<file path="config.mk">
export PLATFORM = sky130hd
export DESIGN_NAME = decoder38_pulse
export DESIGN_NICKNAME = d
export VERILOG_FILES = /design/src/rtl/decoder38_pulse.sv
export SDC_FILE = /design/constraint.sdc
export NUM_CORES = 1
export LEC_CHECK = 0
export CAP_MARGIN = 20
export CORE_ASPECT_RATIO = 0.6
export CORE_MARGIN = 5
export CORE_UTILIZATION = 35
export CTS_BUF_LIST = sky130_fd_sc_hd__clkbuf_8 sky130_fd_sc_hd__clkbuf_16
export CTS_CLUSTER_DIAMETER = 200
export DETAILED_ROUTE_END_ITERATION = 7
export PLACE_DENSITY_LB_ADDON = 0.12
export SYNTH_ARGS = -nofsm -noshare
export SYNTH_HDL_FRONTEND = slang
export SYNTH_SLANG_ARGS = --single-unit
export TNS_END_PERCENT = 1
</file>
<file path="constraint.sdc">
create_clock -name iClk -period 2.98 [get_ports iClk]
set_clock_uncertainty 0.1 [all_clocks]
set_input_delay 0.298 -clock iClk [delete_from_list [all_inputs] [get_ports iClk]]
set_output_delay 0.298 -clock iClk [all_outputs]
set_load 0.05 [all_outputs]
</file>
<file path="src/rtl/decoder38_pulse.sv">
// decoder38_pulse: buffered 3-to-8 decoder that replays queued codes as
// active-low one-hot pulses of HOLD_CYCLES width, separated by GAP_CYCLES
// of all-ones idle. Codes arrive over a valid/ready handshake into a small
// FIFO. iEI (active-low) gates playback without losing queued codes.
module decoder38_pulse #(
  parameter int HOLD_CYCLES = 4,
  parameter int GAP_CYCLES  = 1,
  parameter int FIFO_DEPTH  = 4
) (
  input  logic                          iClk,
  input  logic                          iRst,
  input  logic                          iEI,
  input  logic                          iValid,
  input  logic [2:0]                    iData,
  output logic                          oReady,
  output logic [7:0]                    oData,
  output logic                          oEO,
  output logic [$clog2(FIFO_DEPTH):0]   oCount
);

  localparam int PTR_W   = $clog2(FIFO_DEPTH);
  localparam int OCC_W   = PTR_W + 1;
  localparam int CNT_MAX = (HOLD_CYCLES > GAP_CYCLES) ? HOLD_CYCLES : GAP_CYCLES;
  localparam int TMR_W   = (CNT_MAX > 1) ? $clog2(CNT_MAX) : 1;
  localparam int GAP_M1  = (GAP_CYCLES > 0) ? (GAP_CYCLES - 1) : 0;

  localparam logic [TMR_W-1:0] HOLD_LOAD = TMR_W'(HOLD_CYCLES - 1);
  localparam logic [TMR_W-1:0] GAP_LOAD  = TMR_W'(GAP_M1);
  localparam logic [TMR_W-1:0] TMR_ZERO  = {TMR_W{1'b0}};
  localparam logic [OCC_W-1:0] OCC_FULL  = OCC_W'(FIFO_DEPTH);
  localparam logic [OCC_W-1:0] OCC_ZERO  = {OCC_W{1'b0}};
  localparam logic [7:0]       LINES_OFF = 8'hFF;

  typedef enum logic [1:0] {
    S_IDLE = 2'd0,
    S_HOLD = 2'd1,
    S_GAP  = 2'd2
  } state_t;

  // Code c pulls line 7-c low: the exact inverse of the priority encoder map.
  function automatic logic [7:0] decode(input logic [2:0] code);
    decode = ~(8'b1000_0000 >> code);
  endfunction

  logic [2:0]       mem [FIFO_DEPTH];
  logic [PTR_W-1:0] wr_ptr;
  logic [PTR_W-1:0] rd_ptr;
  logic [OCC_W-1:0] occ;

  state_t           state;
  state_t           state_nxt;
  logic [TMR_W-1:0] timer;
  logic [TMR_W-1:0] timer_nxt;
  logic [7:0]       lines;
  logic [7:0]       lines_nxt;
  logic             eo;
  logic             eo_nxt;

  logic             push;
  logic             pop;
  logic             can_start;
  logic [7:0]       head_lines;

  // Ready depends only on the registered occupancy, never on this cycle's pop.
  assign oReady     = ~iRst & (occ != OCC_FULL);
  assign push       = iValid & oReady;
  assign can_start  = (occ != OCC_ZERO);
  assign head_lines = decode(mem[rd_ptr]);

  assign oData  = lines;
  assign oEO    = eo;
  assign oCount = occ;

  // Pulse sequencer: decides the next line pattern and when to pop the FIFO.
  always_comb begin
    state_nxt = state;
    timer_nxt = timer;
    lines_nxt = lines;
    eo_nxt    = eo;
    pop       = 1'b0;
    if (iEI) begin
      // Disabled: abort any pulse; the aborted code is already consumed.
      state_nxt = S_IDLE;
      lines_nxt = LINES_OFF;
      eo_nxt    = 1'b0;
    end else begin
      case (state)
        S_IDLE: begin
          if (can_start) begin
            pop       = 1'b1;
            lines_nxt = head_lines;
            eo_nxt    = 1'b1;
            timer_nxt = HOLD_LOAD;
            state_nxt = S_HOLD;
          end else begin
            state_nxt = S_IDLE;
          end
        end
        S_HOLD: begin
          if (timer != TMR_ZERO) begin
            timer_nxt = timer - 1'b1;
          end else if (GAP_CYCLES > 0) begin
            lines_nxt = LINES_OFF;
            eo_nxt    = 1'b0;
            timer_nxt = GAP_LOAD;
            state_nxt = S_GAP;
          end else if (can_start) begin
            // No gap configured: chain the next code with no all-ones cycle.
            pop       = 1'b1;
            lines_nxt = head_lines;
            eo_nxt    = 1'b1;
            timer_nxt = HOLD_LOAD;
            state_nxt = S_HOLD;
          end else begin
            lines_nxt = LINES_OFF;
            eo_nxt    = 1'b0;
            state_nxt = S_IDLE;
          end
        end
        S_GAP: begin
          if (timer != TMR_ZERO) begin
            timer_nxt = timer - 1'b1;
          end else if (can_start) begin
            pop       = 1'b1;
            lines_nxt = head_lines;
            eo_nxt    = 1'b1;
            timer_nxt = HOLD_LOAD;
            state_nxt = S_HOLD;
          end else begin
            state_nxt = S_IDLE;
          end
        end
        default: begin
          lines_nxt = LINES_OFF;
          eo_nxt    = 1'b0;
          timer_nxt = TMR_ZERO;
          state_nxt = S_IDLE;
        end
      endcase
    end
  end

  // Sequencer state and registered outputs.
  always_ff @(posedge iClk) begin
    if (iRst) begin
      state <= S_IDLE;
      timer <= TMR_ZERO;
      lines <= LINES_OFF;
      eo    <= 1'b0;
    end else begin
      state <= state_nxt;
      timer <= timer_nxt;
      lines <= lines_nxt;
      eo    <= eo_nxt;
    end
  end

  // FIFO storage; contents need no reset since occupancy gates every read.
  always_ff @(posedge iClk) begin
    if (push) begin
      mem[wr_ptr] <= iData;
    end
  end

  // FIFO pointers and occupancy; pointers wrap naturally at the power-of-2 depth.
  always_ff @(posedge iClk) begin
    if (iRst) begin
      wr_ptr <= {PTR_W{1'b0}};
      rd_ptr <= {PTR_W{1'b0}};
      occ    <= OCC_ZERO;
    end else begin
      if (push) begin
        wr_ptr <= wr_ptr + 1'b1;
      end
      if (pop) begin
        rd_ptr <= rd_ptr + 1'b1;
      end
      case ({push, pop})
        2'b10:   occ <= occ + 1'b1;
        2'b01:   occ <= occ - 1'b1;
        default: occ <= occ;
      endcase
    end
  end

endmodule

</file>
==> flow_metrics.tcl, run 1 <==
set metrics [dict create \
    cap_violations 0 \
    cts_hold_buf 0 \
    ys_ff_latch 34 \
    clock_path_buffers 2 \
    numCtsBuffers 5 \
    portBuffers 19 \
    mostFrequentLayoutCells "dfxtp_1 (22), clkdlybuf4s50_1 (19), nor2_1 (16), inv_1 (12), edfxtp_1 (12)" \
    place.gp.congestion 0.837 \
    fmax_mhz 426 \
    start_kind "input port" \
    final_util_pct 44.7 \
    seq_area_frac_synth_pct 54.5 \
    worstPathRequired_ns 3.10 \
    nNetsFinal 165 \
    min_period_over_period_pct 78.8 \
    tns_ns 0 \
    r2r_end "oCount[2]$_SDFFE_PP0P_" \
    cp_data_arrival_time_ns 2.47 \
    cts_repair_resize_count 0 \
    start_util_pct 36.1 \
    drtIter0Drc 58 \
    slew_viol_final 0 \
    drt-pass1-iter-count 4 \
    core-area_um2 4080 \
    power.density_nw_per_um2 816 \
    root_buffer "clkbuf_8" \
    grt_pass1_vias 1032 \
    hp-start "oData[2]$_SDFFE_PP1P_" \
    synth.distinct_cells 35 \
    total_power_w 0.00149 \
    synthCells 126 \
    diodes 0 \
    worstPathCellList "clkdlybuf4s50_1 > nor4_4 > ha_1 > inv_1 > fa_1 > xor2_1 > or3_1 > a21oi_1" \
    row_count 18 \
    grt_max_degree 14 \
    htree_levels 2 \
    r2r_slack_ns 0.67 \
    overflow 0 \
    cts_tree "yes" \
    cp-endpoint "oCount[2]$_SDFFE_PP0P_" \
    grt_pass1_wl_mm 4.79 \
    die_y_um 60.2 \
    final_common_cell "dfxtp_1" \
    vias_per_cell 4.85 \
    hold_class "reg2reg" \
    reg2reg_depth 9 \
    synth.avg_cell_area_um2 11.7 \
    hold_violations 0 \
    max_slew_margin_pct 66.6 \
    end_kind "flip-flop" \
    cts_setup_buffers 0 \
    startpoint "iEI" \
    syn2layout_area_growth_pct 23.9 \
    critPathMaxFanout 6 \
    rsz0062_at_grt "false" \
    worst_pin_slew_ns 0.500 \
    critPathSlowestCell "clkdlybuf4s50_1" \
    status "complete, no violations" \
    track_usage_pct 11.4 \
    clk_pin_slew_worst_paths_ns 0.07 \
    vias 1032 \
    avgRoutedWirePerCell_um 13.2 \
    cts.sinks 34 \
    antenna_found_initial 0 \
    dpl.cell_count 205 \
    drive_gt1_share_pct 11.1 \
    antenna_left 0 \
    layout.cells.non_filler 213 \
    dpl.hpwl_mm 2.15 \
    critPathKind "in2reg" \
    clk_latency_ns 0.28 \
    power_leakage_nw 0.636 \
    setup_violations 0 \
    timing.rr.start "oCount[0]$_SDFFE_PP0P_" \
    peakVddDrop_v 0.000369 \
    post-route-min-period_ns 2.35 \
    slowest_delay_ns 0.53 \
    fillers 363 \
    dpl_cell_area_um2 1740 \
    dieWidth_um 93.7 \
    io_pins 20 \
    syn_area_um2 1470 \
    wirelength_mm 2.82 \
    yosysWarningCount 0 \
    drc 0 \
    synth_nets 139 \
    final_area_um2 1820 \
    die_area_um2 5640 \
]
[synthesized netlist by cell type (all sizes together)]
master   instances  area (um^2)
nand2b           2         12.5
o32a             4         40.0
clkbuf           1         3.75
edfxtp          12          360
or3              1         6.26
nor4             3         40.0
o21a             1         7.51
xor2             2         17.5
a21oi            8         40.0
ha               5         62.6
o22ai            1         6.26
a21bo            1         10.0
a21boi           1         7.51
nor3b            1         7.51
a211oi           1         20.0
nand2            3         11.3
inv             11         41.3
nor2            16         60.1
o21bai           1         7.51
fa               1         20.0
xnor2            2         17.5
buf              1         5.00
nand3b           2         15.0
a2bb2oi          4         35.0
nor3             3         26.3
mux4             3         67.6
nand4            1         12.5
and2             5         31.3
dfxtp           22          440
o31ai            1         7.51
o21ai            6         30.0
[flip-flops by register name, summed over array words and instances, names as in the netlist, named ones only]
register,cells
mem,12
oCount,3
oData,8
oEO,1
rd_ptr,2
state,2
timer,2
wr_ptr,2
[metrics by stage]
stage                     hold slack, ns  setup WS (ns)
after detailed placement           0.365          0.315
after global placement             0.355          0.413
after floorplan                    0.275          0.480
after global routing               0.393          0.483
final                              0.373          0.633
after CTS                          0.379          0.612
[layer usage]
layer | up-vias | global-route usage (%) | wire length (um)
li1 | 505 | - | -
met1 | 498 | 14.4 | 1390
met2 | 22 | 17.6 | 1230
met3 | 7 | 3.77 | 136
met4 | 0 | 6.17 | 61
met5 | - | 0 | 0
[power breakdown]
part           internal [W]  switching (W)  leakage (nW)
combinational      0.000221       0.000312         0.296
clock              0.000155       0.000154        0.0519
sequential         0.000549      0.0000942         0.288
total              0.000925       0.000561         0.636
[critical path: cells and delay by family]
family | cells | cell delay, ns
compound gates | 1 | 0.13
xor+xnor | 1 | 0.16
fa+ha+maj | 2 | 0.61
buf+inv | 2 | 0.60
simple gates | 2 | 0.67
[worst min path at each step]
stage	end	slack [ns]	cells after the start
floorplan	oEO$_SDFFE_PP0P_	0.27	1
global placement	oData[0]$_SDFFE_PP1P_	0.36	1
detailed placement	oData[2]$_SDFFE_PP1P_	0.36	1
CTS	oData[2]$_SDFFE_PP1P_	0.38	1
global route	oData[2]$_SDFFE_PP1P_	0.39	1
finish	oData[2]$_SDFFE_PP1P_	0.37	1
[cell type report]
| cell class | instances | area [um^2] | area share [%] |
|---|---|---|---|
| Sequential cell | 34 | 801 | 44.0 |
| Tap cell | 60 | 75.1 | 4.12 |
| Clock buffer | 5 | 68.8 | 3.78 |
| Multi-Input combinational cell | 79 | 619 | 34.0 |
| Timing Repair Buffer | 21 | 205 | 11.3 |
| Inverter | 11 | 41.3 | 2.27 |
| Clock inverter | 3 | 11.3 | 0.618 |
[logic make-up after synthesis]
family,share of synthesized area (%)
and+or+nand+nor,15.1
DFF,54.5
AOI/OAI and AO/OA,14.4
buffers and inverters,3.40
adders and majority gates,5.62
xor gates and xnor gates,2.38
muxes,4.60
Note: power is estimated with default switching activity, not from simulation.
==> run 2: changes to the inputs <==
==> constraint.sdc (replaced) <==
create_clock -name iClk -period 2.4 [get_ports iClk]
set_clock_uncertainty 0.1 [all_clocks]
set_input_delay 0.24 -clock iClk [delete_from_list [all_inputs] [get_ports iClk]]
set_output_delay 0.24 -clock iClk [all_outputs]
set_load 0.05 [all_outputs]
==> run 2 against run 1 <==
Global-route usage grew 0.40 points; die area did not move; largest power group unchanged; first-iteration DRC count fell by 47%.
==> flow_metrics.tcl, run 2 (synthesis results as in run 1) <==
set metrics [dict create \
    whs_path_depth 1 \
    largest_reg_flops 12 \
    total_power_w 0.00194 \
    met2_length_mm 1.27 \
    die_area_um2 5640 \
    track_usage_pct 11.8 \
    slew_viol_final 0 \
    nNetsFinal 173 \
    hold_class "reg2reg" \
    dpl.hpwl_mm 2.18 \
    fin_ws_ns 0.126 \
    htree_levels 2 \
    cap_violations 0 \
    m1WireLength_mm 1.43 \
    dp_slack_ns -0.276 \
    overflow 0 \
    drive_gt1_share_pct 20.5 \
    portBuffers 19 \
    diodes 0 \
    swShare_pct 36.5 \
    max_slew_margin_pct 66.0 \
    grt_pass1_vias 1057 \
    core-area_um2 4080 \
    drc 0 \
    numCtsBuffers 5 \
    syn2layout_area_growth_pct 30.0 \
    top_layer "met4" \
    die_y_um 60.2 \
    mostFrequentLayoutCells "dfxtp_1 (18), clkdlybuf4s50_1 (18), nor2_1 (16), edfxtp_1 (12), buf_4 (10)" \
    power_leakage_nw 0.679 \
    seqPwrFrac_pct 40.0 \
    peakVddDrop_v 0.000413 \
    r2r_end "oCount[2]$_SDFFE_PP0P_" \
    r2r_slack_ns 0.13 \
    drtIter0Drc 31 \
    cp_data_arrival_time_ns 2.37 \
    timing.rr.start "timer[1]$_SDFFE_PP0N_" \
    cts.sinks 34 \
    setup_violations 0 \
    antenna_found_initial 0 \
    final_util_pct 46.9 \
    reg2reg_depth 8 \
    clk_pin_slew_worst_paths_ns 0.07 \
    clk_latency_ns 0.27 \
    combPwrFrac_pct 38.5 \
    final_area_um2 1910 \
    worstPathRequired_ns 2.50 \
    cts_tree "yes" \
    io_pins 20 \
    grt_pass1_wl_mm 4.98 \
    p_sw_w 0.000707 \
    min_period_over_period_pct 94.7 \
    holdWs_ns 0.385 \
    grt_max_degree 14 \
    critPathMaxFanout 5 \
    power.density_nw_per_um2 1010 \
    antenna_left 0 \
    vias 1003 \
    critPathKind "reg2reg" \
    avgRoutedWirePerCell_um 13.1 \
    startpoint "timer[1]$_SDFFE_PP0N_" \
    hp-start "oData[2]$_SDFFE_PP1P_" \
    fmax_mhz 440 \
    drt-pass1-iter-count 4 \
    dr_wl_met3_um 173 \
    vias_per_cell 4.54 \
    p_int_w 0.00123 \
    start_util_pct 36.1 \
    hold_violations 0 \
    row_count 18 \
    wirelength_mm 2.90 \
    dpl_cell_area_um2 1800 \
    worstHoldEndpoint "oData[2]$_SDFFE_PP1P_" \
    root_buffer "clkbuf_8" \
    dieWidth_um 93.7 \
    clkPwrFrac_pct 21.5 \
    status "complete, no violations" \
    clock_path_buffers 2 \
    largest_register "mem" \
    end_kind "flip-flop" \
    post-route-min-period_ns 2.27 \
    place.gp.congestion 0.804 \
    start_kind "flip-flop" \
    worst_pin_slew_ns 0.509 \
]
## run 2: changes by cell type in the layout (fill, tap and decap cells not counted), sizes merged
cell           previous run  this run
buf                       2        11
inv                      14        11
clkinv                    0         2
clkbuf                    5         6
clkdlybuf4s50            19        18
## run 2: worst max path at each step
stage / end / slack [ns] / cells after the start
after floorplan: oCount[2]$_SDFFE_PP0P_ / 0.13 / 8
after global placement: oCount[2]$_SDFFE_PP0P_ / -0.16 / 8
after detailed placement: oCount[2]$_SDFFE_PP0P_ / -0.28 / 8
after CTS: oCount[2]$_SDFFE_PP0P_ / 0.04 / 8
after global routing: oCount[2]$_SDFFE_PP0P_ / -0.005 / 8
final: oCount[2]$_SDFFE_PP0P_ / 0.13 / 8
## run 2: what timing repair did
item,CTS,global route
hold buffers,0,0
setup endpoints to repair,1,1
cloned,0,0
resized for setup,0,3
pin swaps,1,3
endpoints found under the hold margin,0,0
setup buffers,1,1
## run 2: cell type report
cell class,instances,area [um^2]
well taps,60,75.1
repair buffers,29,275
fillers,390,2170
flip-flops and latches,34,806
inverters,11,41.3
multi-input cells,79,623
clock buffers,6,82.6
clock inverters,2,7.51
## run 2: per-stage QoR
stage          cells  TNS [ns]
4_1_cts          220         0
5_1_grt          221  -0.00544
3_5_place_dp     211    -0.285
3_3_place_gp     211    -0.156
6_report         221         0
2_1_floorplan    126         0
## run 2: metal layers
layer  track usage, %  vias to the layer above
met3             4.40                        2
met5                0                        -
li1                 -                      520
met2             18.4                       19
met1             14.9                      462
met4             5.35                        0
## run 2: power groups by stage
stage | registers, W | clock network (W) | logic, W
CTS | 0.000775 | 0.000431 | 0.000742
floorplan | 0.000883 | 0 | 0.000408
finish | 0.000775 | 0.000417 | 0.000746
global route | 0.000793 | 0.000454 | 0.000838
global placement | 0.000784 | 0 | 0.000712
detailed placement | 0.000786 | 0 | 0.000728
## run 2: worst max-delay path: stages (launching register included)
cell	delay, ns
dfxtp_2	0.34
o21a_2	0.24
nor4_4	0.28
ha_2	0.24
inv_1	0.05
fa_1	0.37
xor2_1	0.16
or3_1	0.30
a21oi_1	0.13
